--- src/rtl/hdmi_pattern_gen_if.sv ---
// Control inputs and registered video outputs of the HDMI test-pattern source.
// The stream has no backpressure: de qualifies each pixel, and the sink must take one pixel on every clk_low edge.
interface hdmi_pattern_gen_if #(
    parameter int CNT_W = 12
);
    logic             enable;
    logic [2:0]       mode;
    logic [23:0]      solid_rgb;
    logic [7:0]       red;
    logic [7:0]       green;
    logic [7:0]       blue;
    logic             hsync;
    logic             vsync;
    logic             de;
    logic             frame_start;
    logic [CNT_W-1:0] x;
    logic [CNT_W-1:0] y;
    logic [7:0]       frame_count;

    // The pattern generator sources the video stream.
    modport master (
        input  enable, mode, solid_rgb,
        output red, green, blue, hsync, vsync, de, frame_start, x, y, frame_count
    );

    // The controller and video sink side.
    modport slave (
        output enable, mode, solid_rgb,
        input  red, green, blue, hsync, vsync, de, frame_start, x, y, frame_count
    );
endinterface

--- src/rtl/hdmi_pattern_gen.sv ---
// Parametrised video timing and test-pattern source for the TMDS transmitter.
// All outputs are registered from the current h/v counters on the edge that advances them.
module hdmi_pattern_gen #(
    parameter int H_ACTIVE   = 640,
    parameter int H_FP       = 16,
    parameter int H_SYNC     = 96,
    parameter int H_BP       = 48,
    parameter int V_ACTIVE   = 480,
    parameter int V_FP       = 10,
    parameter int V_SYNC     = 2,
    parameter int V_BP       = 33,
    parameter bit HSYNC_POL  = 1'b0,
    parameter bit VSYNC_POL  = 1'b0,
    parameter int CNT_W      = 12,
    parameter int CHECK_LOG2 = 5
) (
    input  logic               clk_low,
    input  logic               reset,
    hdmi_pattern_gen_if.master vid
);
    localparam int H_TOTAL = H_ACTIVE + H_FP + H_SYNC + H_BP;
    localparam int V_TOTAL = V_ACTIVE + V_FP + V_SYNC + V_BP;
    localparam int BAR_W   = H_ACTIVE / 8;

    localparam logic [CNT_W-1:0] ONE        = CNT_W'(1);
    localparam logic [CNT_W-1:0] H_LAST     = CNT_W'(H_TOTAL - 1);
    localparam logic [CNT_W-1:0] V_LAST     = CNT_W'(V_TOTAL - 1);
    localparam logic [CNT_W-1:0] H_ACT      = CNT_W'(H_ACTIVE);
    localparam logic [CNT_W-1:0] V_ACT      = CNT_W'(V_ACTIVE);
    localparam logic [CNT_W-1:0] H_ACT_LAST = CNT_W'(H_ACTIVE - 1);
    localparam logic [CNT_W-1:0] V_ACT_LAST = CNT_W'(V_ACTIVE - 1);
    localparam logic [CNT_W-1:0] HS_START   = CNT_W'(H_ACTIVE + H_FP);
    localparam logic [CNT_W-1:0] HS_END     = CNT_W'(H_ACTIVE + H_FP + H_SYNC);
    localparam logic [CNT_W-1:0] VS_START   = CNT_W'(V_ACTIVE + V_FP);
    localparam logic [CNT_W-1:0] VS_END     = CNT_W'(V_ACTIVE + V_FP + V_SYNC);
    localparam logic [CNT_W-1:0] BAR_LAST   = CNT_W'(BAR_W - 1);

    logic [CNT_W-1:0] h_cnt;
    logic [CNT_W-1:0] v_cnt;
    logic [CNT_W-1:0] bar_px;
    logic [2:0]       bar_idx;
    logic [2:0]       mode_q;
    logic [2:0]       cur_mode;
    logic             frame_origin;
    logic             active;
    logic             in_hsync;
    logic             in_vsync;
    logic             on_border;
    logic [23:0]      bar_rgb;
    logic [23:0]      pat_rgb;

    always_comb begin
        frame_origin = (h_cnt == '0) && (v_cnt == '0);
        // Pixel (0,0) already uses the mode being latched on this edge.
        cur_mode  = frame_origin ? vid.mode : mode_q;
        active    = (h_cnt < H_ACT) && (v_cnt < V_ACT);
        in_hsync  = (h_cnt >= HS_START) && (h_cnt < HS_END);
        in_vsync  = (v_cnt >= VS_START) && (v_cnt < VS_END);
        on_border = (h_cnt == '0) || (h_cnt == H_ACT_LAST) ||
                    (v_cnt == '0) || (v_cnt == V_ACT_LAST);
        // White..black bar order makes each channel a single inverted index bit.
        bar_rgb = {{8{~bar_idx[1]}}, {8{~bar_idx[2]}}, {8{~bar_idx[0]}}};
        pat_rgb = '0;
        case (cur_mode)
            3'd0:    pat_rgb = vid.solid_rgb;
            3'd1:    pat_rgb = bar_rgb;
            3'd2:    pat_rgb = (h_cnt[CHECK_LOG2] ^ v_cnt[CHECK_LOG2]) ? 24'hFFFFFF : 24'h000000;
            3'd3:    pat_rgb = {3{h_cnt[7:0]}};
            3'd4:    pat_rgb = {v_cnt[7:0], 16'h0000};
            3'd5:    pat_rgb = on_border ? 24'hFFFFFF : 24'h000000;
            default: pat_rgb = '0;
        endcase
        if (!active) begin
            pat_rgb = '0;
        end
    end

    always_ff @(posedge clk_low) begin
        if (reset || !vid.enable) begin
            h_cnt           <= '0;
            v_cnt           <= '0;
            bar_px          <= '0;
            bar_idx         <= '0;
            mode_q          <= '0;
            vid.red         <= '0;
            vid.green       <= '0;
            vid.blue        <= '0;
            vid.hsync       <= ~HSYNC_POL;
            vid.vsync       <= ~VSYNC_POL;
            vid.de          <= 1'b0;
            vid.frame_start <= 1'b0;
            vid.x           <= '0;
            vid.y           <= '0;
            if (reset) begin
                vid.frame_count <= '0;
            end
        end else begin
            vid.red         <= pat_rgb[23:16];
            vid.green       <= pat_rgb[15:8];
            vid.blue        <= pat_rgb[7:0];
            vid.hsync       <= in_hsync ? HSYNC_POL : ~HSYNC_POL;
            vid.vsync       <= in_vsync ? VSYNC_POL : ~VSYNC_POL;
            vid.de          <= active;
            vid.frame_start <= frame_origin;
            vid.x           <= h_cnt;
            vid.y           <= v_cnt;
            if (frame_origin) begin
                mode_q          <= vid.mode;
                vid.frame_count <= vid.frame_count + 8'd1;
            end

            // The bar position tracks h_cnt, so it restarts whenever the line does.
            if (h_cnt == H_LAST) begin
                h_cnt   <= '0;
                v_cnt   <= (v_cnt == V_LAST) ? '0 : v_cnt + ONE;
                bar_px  <= '0;
                bar_idx <= '0;
            end else begin
                h_cnt <= h_cnt + ONE;
                if (bar_px == BAR_LAST) begin
                    bar_px <= '0;
                    if (bar_idx != 3'd7) begin
                        bar_idx <= bar_idx + 3'd1;
                    end
                end else begin
                    bar_px <= bar_px + ONE;
                end
            end
        end
    end
endmodule

--- src/flat_wrapper.sv ---
// flat-port wrapper written by rule: the top's interface ports become plain ports
module hdmi_pattern_gen_flat 
#(
    parameter int H_ACTIVE   = 640,
    parameter int H_FP       = 16,
    parameter int H_SYNC     = 96,
    parameter int H_BP       = 48,
    parameter int V_ACTIVE   = 480,
    parameter int V_FP       = 10,
    parameter int V_SYNC     = 2,
    parameter int V_BP       = 33,
    parameter bit HSYNC_POL  = 1'b0,
    parameter bit VSYNC_POL  = 1'b0,
    parameter int CNT_W      = 12,
    parameter int CHECK_LOG2 = 5
)
  (clk_low, reset, vid_enable, vid_mode, vid_solid_rgb, vid_red, vid_green, vid_blue, vid_hsync, vid_vsync, vid_de, vid_frame_start, vid_x, vid_y, vid_frame_count);
  hdmi_pattern_gen_if #(.CNT_W(CNT_W)) vid_i ();
  input  logic clk_low;
  input  logic reset;
  input wire logic [$bits(vid_i.enable)-1:0] vid_enable;
  input wire logic [$bits(vid_i.mode)-1:0] vid_mode;
  input wire logic [$bits(vid_i.solid_rgb)-1:0] vid_solid_rgb;
  output wire logic [$bits(vid_i.red)-1:0] vid_red;
  output wire logic [$bits(vid_i.green)-1:0] vid_green;
  output wire logic [$bits(vid_i.blue)-1:0] vid_blue;
  output wire logic [$bits(vid_i.hsync)-1:0] vid_hsync;
  output wire logic [$bits(vid_i.vsync)-1:0] vid_vsync;
  output wire logic [$bits(vid_i.de)-1:0] vid_de;
  output wire logic [$bits(vid_i.frame_start)-1:0] vid_frame_start;
  output wire logic [$bits(vid_i.x)-1:0] vid_x;
  output wire logic [$bits(vid_i.y)-1:0] vid_y;
  output wire logic [$bits(vid_i.frame_count)-1:0] vid_frame_count;
  assign vid_i.enable = vid_enable;
  assign vid_i.mode = vid_mode;
  assign vid_i.solid_rgb = vid_solid_rgb;
  assign vid_red = vid_i.red;
  assign vid_green = vid_i.green;
  assign vid_blue = vid_i.blue;
  assign vid_hsync = vid_i.hsync;
  assign vid_vsync = vid_i.vsync;
  assign vid_de = vid_i.de;
  assign vid_frame_start = vid_i.frame_start;
  assign vid_x = vid_i.x;
  assign vid_y = vid_i.y;
  assign vid_frame_count = vid_i.frame_count;
  hdmi_pattern_gen #(.H_ACTIVE(H_ACTIVE), .H_FP(H_FP), .H_SYNC(H_SYNC), .H_BP(H_BP), .V_ACTIVE(V_ACTIVE), .V_FP(V_FP), .V_SYNC(V_SYNC), .V_BP(V_BP), .HSYNC_POL(HSYNC_POL), .VSYNC_POL(VSYNC_POL), .CNT_W(CNT_W), .CHECK_LOG2(CHECK_LOG2)) u_core (.clk_low(clk_low), .reset(reset), .vid(vid_i));
endmodule
--- config.mk ---
export PLATFORM = sky130hd
export DESIGN_NAME = hdmi_pattern_gen_flat
export DESIGN_NICKNAME = d
export VERILOG_FILES = /design/src/rtl/hdmi_pattern_gen_if.sv /design/src/rtl/hdmi_pattern_gen.sv /design/src/flat_wrapper.sv
export SDC_FILE = /design/constraint.sdc
export NUM_CORES = 1
export LEC_CHECK = 0
export ABC_CLOCK_PERIOD_IN_PS = 2800
export CAP_MARGIN = 10
export CORE_UTILIZATION = 52
export CTS_BUF_LIST = sky130_fd_sc_hd__clkbuf_4
export DETAILED_ROUTE_END_ITERATION = 16
export PLACE_DENSITY = 0.81
export SKIP_CTS_REPAIR_TIMING = 1
export SYNTH_ARGS = -nofsm -noshare
export SYNTH_HDL_FRONTEND = slang
export SYNTH_SLANG_ARGS = --single-unit
--- constraint.sdc ---
create_clock -name clk_low -period 2.8 [get_ports clk_low]
set_input_delay 0.56 -clock clk_low [delete_from_list [all_inputs] [get_ports clk_low]]
set_output_delay 0.56 -clock clk_low [all_outputs]
set_load 0.02 [all_outputs]
# Word level (Yosys, flattened, before mapping)
# Cells that the tools add are included.
# totals
ff_bits	102
in_bits	30
output_inout_bits	60
elab_cells	71
# op_classes
n_addsub	5
magnitude_cmp	6
eq_ne	12
muxes	10
bitwise	5
n_reduce_logical	18
# ops
op	count
case mux 24 bit (6 select lines)	1
two-way mux 24 bit	2
adder 12 x 1 -> 12 bit (second input constant)	3
== test 12 x 10 -> 1 bit (second input constant)	3
logical NOT 12 bit	2
< comparator 12 x 10 -> 1 bit (second input constant)	2
< comparator 12 x 9 -> 1 bit (second input constant)	2
two-way mux 8 bit	3
== test 12 x 7 -> 1 bit (second input constant)	1
== test 12 x 9 -> 1 bit (second input constant)	1
greater-or-equal comparator 12 x 10 -> 1 bit (second input constant)	1
greater-or-equal comparator 12 x 9 -> 1 bit (second input constant)	1
two-way mux 12 bit	1
adder 8 x 1 -> 8 bit (second input constant)	1
== test 3 x 2 -> 1 bit (second input constant)	2
== test 3 bit (second input constant)	2
logical AND 1 bit	4
logical OR 1 bit	4
NOT 1 bit	4
AND reduction 2 bit	2
OR reduction 2 bit	2
adder 3 x 1 -> 3 bit (second input constant)	1
== test 3 x 1 -> 1 bit (second input constant)	1
logical NOT 3 bit	1
8 further kinds	9

# Logic depth before layout (Yosys ltp)
# depth
word_depth	6
depth_mapped	9
depth_no_buf	8

# Least setup slack after synthesis
# OpenSTA, ideal clock, no wires.
# synth_timing
kind	register to register
from	reg u_core.h_cnt[5]
to	reg u_core.vid.red[5]
setup_ps	144
arrival_ps	2264
required_time_ps	2656
setup_slack_ps	392
stages_incl_launch_ff	9
path_buffers	2
period_less_slack_ps	2408
path_cell_list	dfxtp_1 > buf_6 > or4_4 > or4_4 > nor2_8 > o41ai_2 > buf_6 > a22oi_1 > a31oi_1
# synth_between
elab_chain_len	6
word_cells_on_any_way	21
cone_classes	order compare (1); eq/ne (6); mux (4); bitwise (2); reduce/logical (8)
# synth_lines
element	line_no	source
start, declared	hdmi_pattern_gen.sv:38	logic [CNT_W-1:0] h_cnt;
start signal, assigned	hdmi_pattern_gen.sv:119	h_cnt <= h_cnt + ONE;
== test 12 x 10 -> 1 bit or logical NOT 12 bit (tied branches)	hdmi_pattern_gen.sv:59, hdmi_pattern_gen.sv:53	
logical OR 1 bit (2 in a row)	hdmi_pattern_gen.sv:59	on_border = (h_cnt == '0) || (h_cnt == H_ACT_LAST) ||
logical OR 1 bit	hdmi_pattern_gen.sv:60	(v_cnt == '0) || (v_cnt == V_ACT_LAST);
two-way mux 24 bit	hdmi_pattern_gen.sv:70	3'd5: pat_rgb = on_border ? 24'hFFFFFF : 24'h000000;
case mux 24 bit (6 select lines)	hdmi_pattern_gen.sv:64	case (cur_mode)
end signal, assigned	hdmi_pattern_gen.sv:98	vid.red <= pat_rgb[23:16];
end, declared	hdmi_pattern_gen_if.sv:23	output red, green, blue, hsync, vsync, de, frame_start, x, y, frame_count
# Parallel ways exist; a longest one is shown, timed or not.
# A chain may end at the register's enable or synchronous reset.

# Worst setup path in the final report
# layout_timing
from	reg u_core.h_cnt[6]
to	reg u_core.vid.red[6]
# Same word-level chain as after synthesis.

==> summary by stage <==
Routing
Detailed routing inserted a total of 3654 vias. The detailed-route vias per instance is 5.67. For this run, design rule violations remaining after detail routing come to 0. In this run the remaining antenna-violating nets after routing total 0.

The DRC violation total after the first TritonRoute iteration is 257. For this run, the detailed router's first-pass iteration total came to 6. The final wirelength is 10.5 mm. The wire length per cell after detailed routing is 16.3 µm.

Critical path
The critical path required time is 3.10 ns. Data on the critical path arrives at its endpoint at 2.98 ns. The launch point of the critical path is u_core.h_cnt[6]. The worst setup path is of the flop to flop kind. The worst register-to-register path begins at u_core.h_cnt[6].

The nature of the critical path endpoint is a flop. The startpoint type of the worst setup path is a flop. The biggest fanout along the worst timing path is 9. The endpoint identified for the worst register-to-register timing path is u_core.vid.red[6]. The number of cell instances on the worst register-to-register path is 6. The setup slack of the most critical reg-to-reg path is 0.12 ns. The capturing instance or port of the critical path is u_core.vid.red[6].

Global routing
The number of antenna violations at the first check in global routing came to 0. The global-route wire length before repair is 17.3 mm. The leftover overflow at the end of global routing is 0. The aggregate global-route resource usage is 0.261.

The pin count of the biggest net entering global routing is 25. The via count of the first global-routing pass came to 3571.

STA
The setup TNS after final layout is 0 ns. The clock arrives with 0.0195 ns of skew. The total count of hold-check failures in the final report is 0. The ratio of final minimum period to clock period is 0.957. The headroom to the max-slew limit is 0.461. The number of setup violations in the final report is 0. The timing-limited maximum frequency is 373 MHz.

The actual transition at the worst max-transition pin is 0.798 ns. Setup repair after global routing left no endpoint under its margin. The minimum period implied by the final worst setup slack is 2.68 ns. The number of pins with negative max-slew slack in the final report is 0.

Placement
At the end of routability-driven placement, the weighted congestion stood at 1.00. The total half-perimeter wirelength after legalization and detailed placement is 7.75 mm. In this run, placement finished with an instance count of 629. The count of buffers added on input and output ports is 89.

Cells and area
The filler cells instantiated in the layout total 629. The filler-free cell count of the finished design is 645. The multi-input gate area in the final layout is 0.00195 mm². In the final layout, the share of cells above drive strength 1 is 0.0663. The final cell utilization of the core is 0.688. The library cell used most frequently in the layout, excluding fill and tap cells, is sky130_fd_sc_hd__dfxtp_1. In the layout the commonest cells are sky130_fd_sc_hd__dfxtp_1, sky130_fd_sc_hd__clkdlybuf4s50_1, sky130_fd_sc_hd__nor2_1. The number of diodes is 0. The area growth from synthesis to layout is 27.3%.

The area used by sequential logic in the layout is 0.00212 mm². For this run, the post-layout net count is 576.

CTS
The CTS tree is built. The clock transition at the registers of the reported paths is 0.15 ns. The number of sinks driven by the clock tree is 102. The worst-case clock buffer depth is 2.

The depth of the CTS H-tree is 3. At the later pin of the worst-skew pair, clock insertion delay measures 0.44 ns. The root buffer selected by CTS is sky130_fd_sc_hd__clkbuf_4. The number of CTS-inserted buffers is 9.

Synthesis
The dominant cell type by area after synthesis is sky130_fd_sc_hd__dfxtp_1. After technology mapping, the gate count stands at 448. The fraction of registers with async set or reset after synthesis is 0. Yosys attributes the largest share of cell area to sky130_fd_sc_hd__dfxtp_1, sky130_fd_sc_hd__edfxtp_1, sky130_fd_sc_hd__nor2_1. The share of the synthesized area in the top cell type is 0.448. For this run, the number of Yosys warnings is 0. The mapped netlist covers 0.00420 mm². Counting every net in the synthesized netlist gives 486. The synthesis-stage register bit count is 102.

Synthesis instantiated 50 different standard cells from the library. The share of the Yosys chip area taken by registers is 0.505. The most used flip-flop cell after synthesis is sky130_fd_sc_hd__dfxtp_1. The count of flip-flops with a built-in enable after synthesis is 8. In this run the mean area of a mapped cell was 9.38 µm².

Power
In this run the power density over the cells is 484 mW/mm². The switching part of the total is 0.250. The peak ir drop on the vdd network is 0.000259 V.

The clock network fraction of design power is 0.288. The internal portion of the total power is 1.94 mW. For this design the total switching power over the nets is 647 µW. The leakage component of the power is 1.93 nW. Of the total power, registers draw 0.593. The share of total power in combinational logic is 0.120.

Die
The chip height is 91.9 µm. The floorplan core area is 0.00777 mm². The floorplan has 32 rows.

The die width is 91.9 µm. The floorplan step defined a die boundary enclosing 0.00844 mm². The top-level port count is 90.

For this configuration, the core starts out at a cell density of 0.541.

Flow run
Across the run, the number of max-cap violations was 0.

Hold path
The min-delay analysis places its worst path in the category flop to flop.

Outcome
The run finished with clean final reports.
stage by stage:
step	total power, mW	hold WS [ns]	cell area, µm²	worst slack (ns)
after global routing	2.69	0.491	5350	0.0377
after detailed placement	1.87	0.437	5210	0.188
after global placement	1.87	0.428	5210	0.289
after CTS	2.59	0.462	5350	0.169
after floorplan	1.73	0.418	4200	0.392
final	2.59	0.462	5350	0.122
registers in the layout (all words and copies together) (netlist names), 3 cells and up:
register and count:
u_core.vid.red 8, u_core.bar_idx 3, u_core.vid.x 12, u_core.h_cnt 12, u_core.vid.blue 8, u_core.v_cnt 12
u_core.bar_px 12, u_core.vid.green 8, u_core.vid.frame_count 8, u_core.vid.y 12, u_core.mode_q 3
worst max-delay path, stage by stage (launching register included):
cell	delay, ns
sky130_fd_sc_hd__dfxtp_1	0.44
sky130_fd_sc_hd__or4_4	0.61
sky130_fd_sc_hd__nor4_4	0.45
sky130_fd_sc_hd__o211ai_1	0.18
sky130_fd_sc_hd__o31a_1	0.15
sky130_fd_sc_hd__a31oi_1	0.53
sky130_fd_sc_hd__a31oi_1	0.19
kinds of logic after synthesis:
| group | Yosys count | synth area share |
|---|---|---|
| compound gates | 62 | 0.104 |
| xor+xnor | 33 | 0.0688 |
| fa+ha+maj | 8 | 0.0238 |
| buf+inv | 33 | 0.0343 |
| flops | 102 | 0.505 |
| mux | 2 | 0.00477 |
| simple gates | 208 | 0.259 |
worst min path at each step:
| stage | start | to | slack [ns] | cells after the start |
|---|---|---|---|---|
| after global routing | u_core.bar_px[0] | u_core.bar_px[0] | 0.49 | 1 |
| final | u_core.bar_px[0] | u_core.bar_px[0] | 0.46 | 1 |
| after floorplan | u_core.bar_px[0] | u_core.bar_px[0] | 0.42 | 1 |
| after detailed placement | u_core.bar_px[0] | u_core.bar_px[0] | 0.44 | 1 |
| after CTS | u_core.bar_px[0] | u_core.bar_px[0] | 0.46 | 1 |
| after global placement | u_core.bar_px[0] | u_core.bar_px[0] | 0.43 | 1 |
synthesized netlist by cell type (3+ instances only):
library cell                n
sky130_fd_sc_hd__inv_1     12
sky130_fd_sc_hd__a22oi_1    9
sky130_fd_sc_hd__buf_2      4
sky130_fd_sc_hd__edfxtp_1   8
sky130_fd_sc_hd__nand2_1   41
sky130_fd_sc_hd__or3_1      6
sky130_fd_sc_hd__clkbuf_1  14
sky130_fd_sc_hd__ha_1       8
sky130_fd_sc_hd__and2_1    20
sky130_fd_sc_hd__nor2_1    59
sky130_fd_sc_hd__a21oi_1    9
sky130_fd_sc_hd__a31oi_1   26
sky130_fd_sc_hd__o21ai_0    6
sky130_fd_sc_hd__nand3_1   30
sky130_fd_sc_hd__xor2_1    18
sky130_fd_sc_hd__xnor2_1   15
sky130_fd_sc_hd__nor2b_1    3
sky130_fd_sc_hd__and3_1     8
sky130_fd_sc_hd__nand4_1   11
sky130_fd_sc_hd__nand3b_1   3
sky130_fd_sc_hd__nor3_1     6
sky130_fd_sc_hd__dfxtp_1   94
area by class of cell:
type,count,share of cell area
clock inverters,5,0.00936
multi-input cells,313,0.364
repair buffers,100,0.182
clock buffers,11,0.0154
inverters,12,0.00842
well taps,102,0.0239
flip-flops and latches,102,0.397
per-layer routing:
| layer | up-vias | part of all wire | wire length [µm] | global-route usage |
|---|---|---|---|---|
| met5 | - | 0 | 0 | 0 |
| met1 | 1695 | 0.42 | 4440 | 0.325 |
| met2 | 186 | 0.47 | 4930 | 0.427 |
| met4 | 0 | 0.032 | 335 | 0.142 |
| li1 | 1741 | - | - | - |
| met3 | 32 | 0.075 | 786 | 0.0481 |
power groups by stage:
stage	clock, mW	sequential (mW)	combinational, mW
CTS	0.752	1.53	0.309
global route	0.816	1.54	0.333
detailed placement	0	1.57	0.308
finish	0.744	1.53	0.310
floorplan	0	1.60	0.127
global placement	0	1.56	0.301
(Power assumes the default switching activity.)
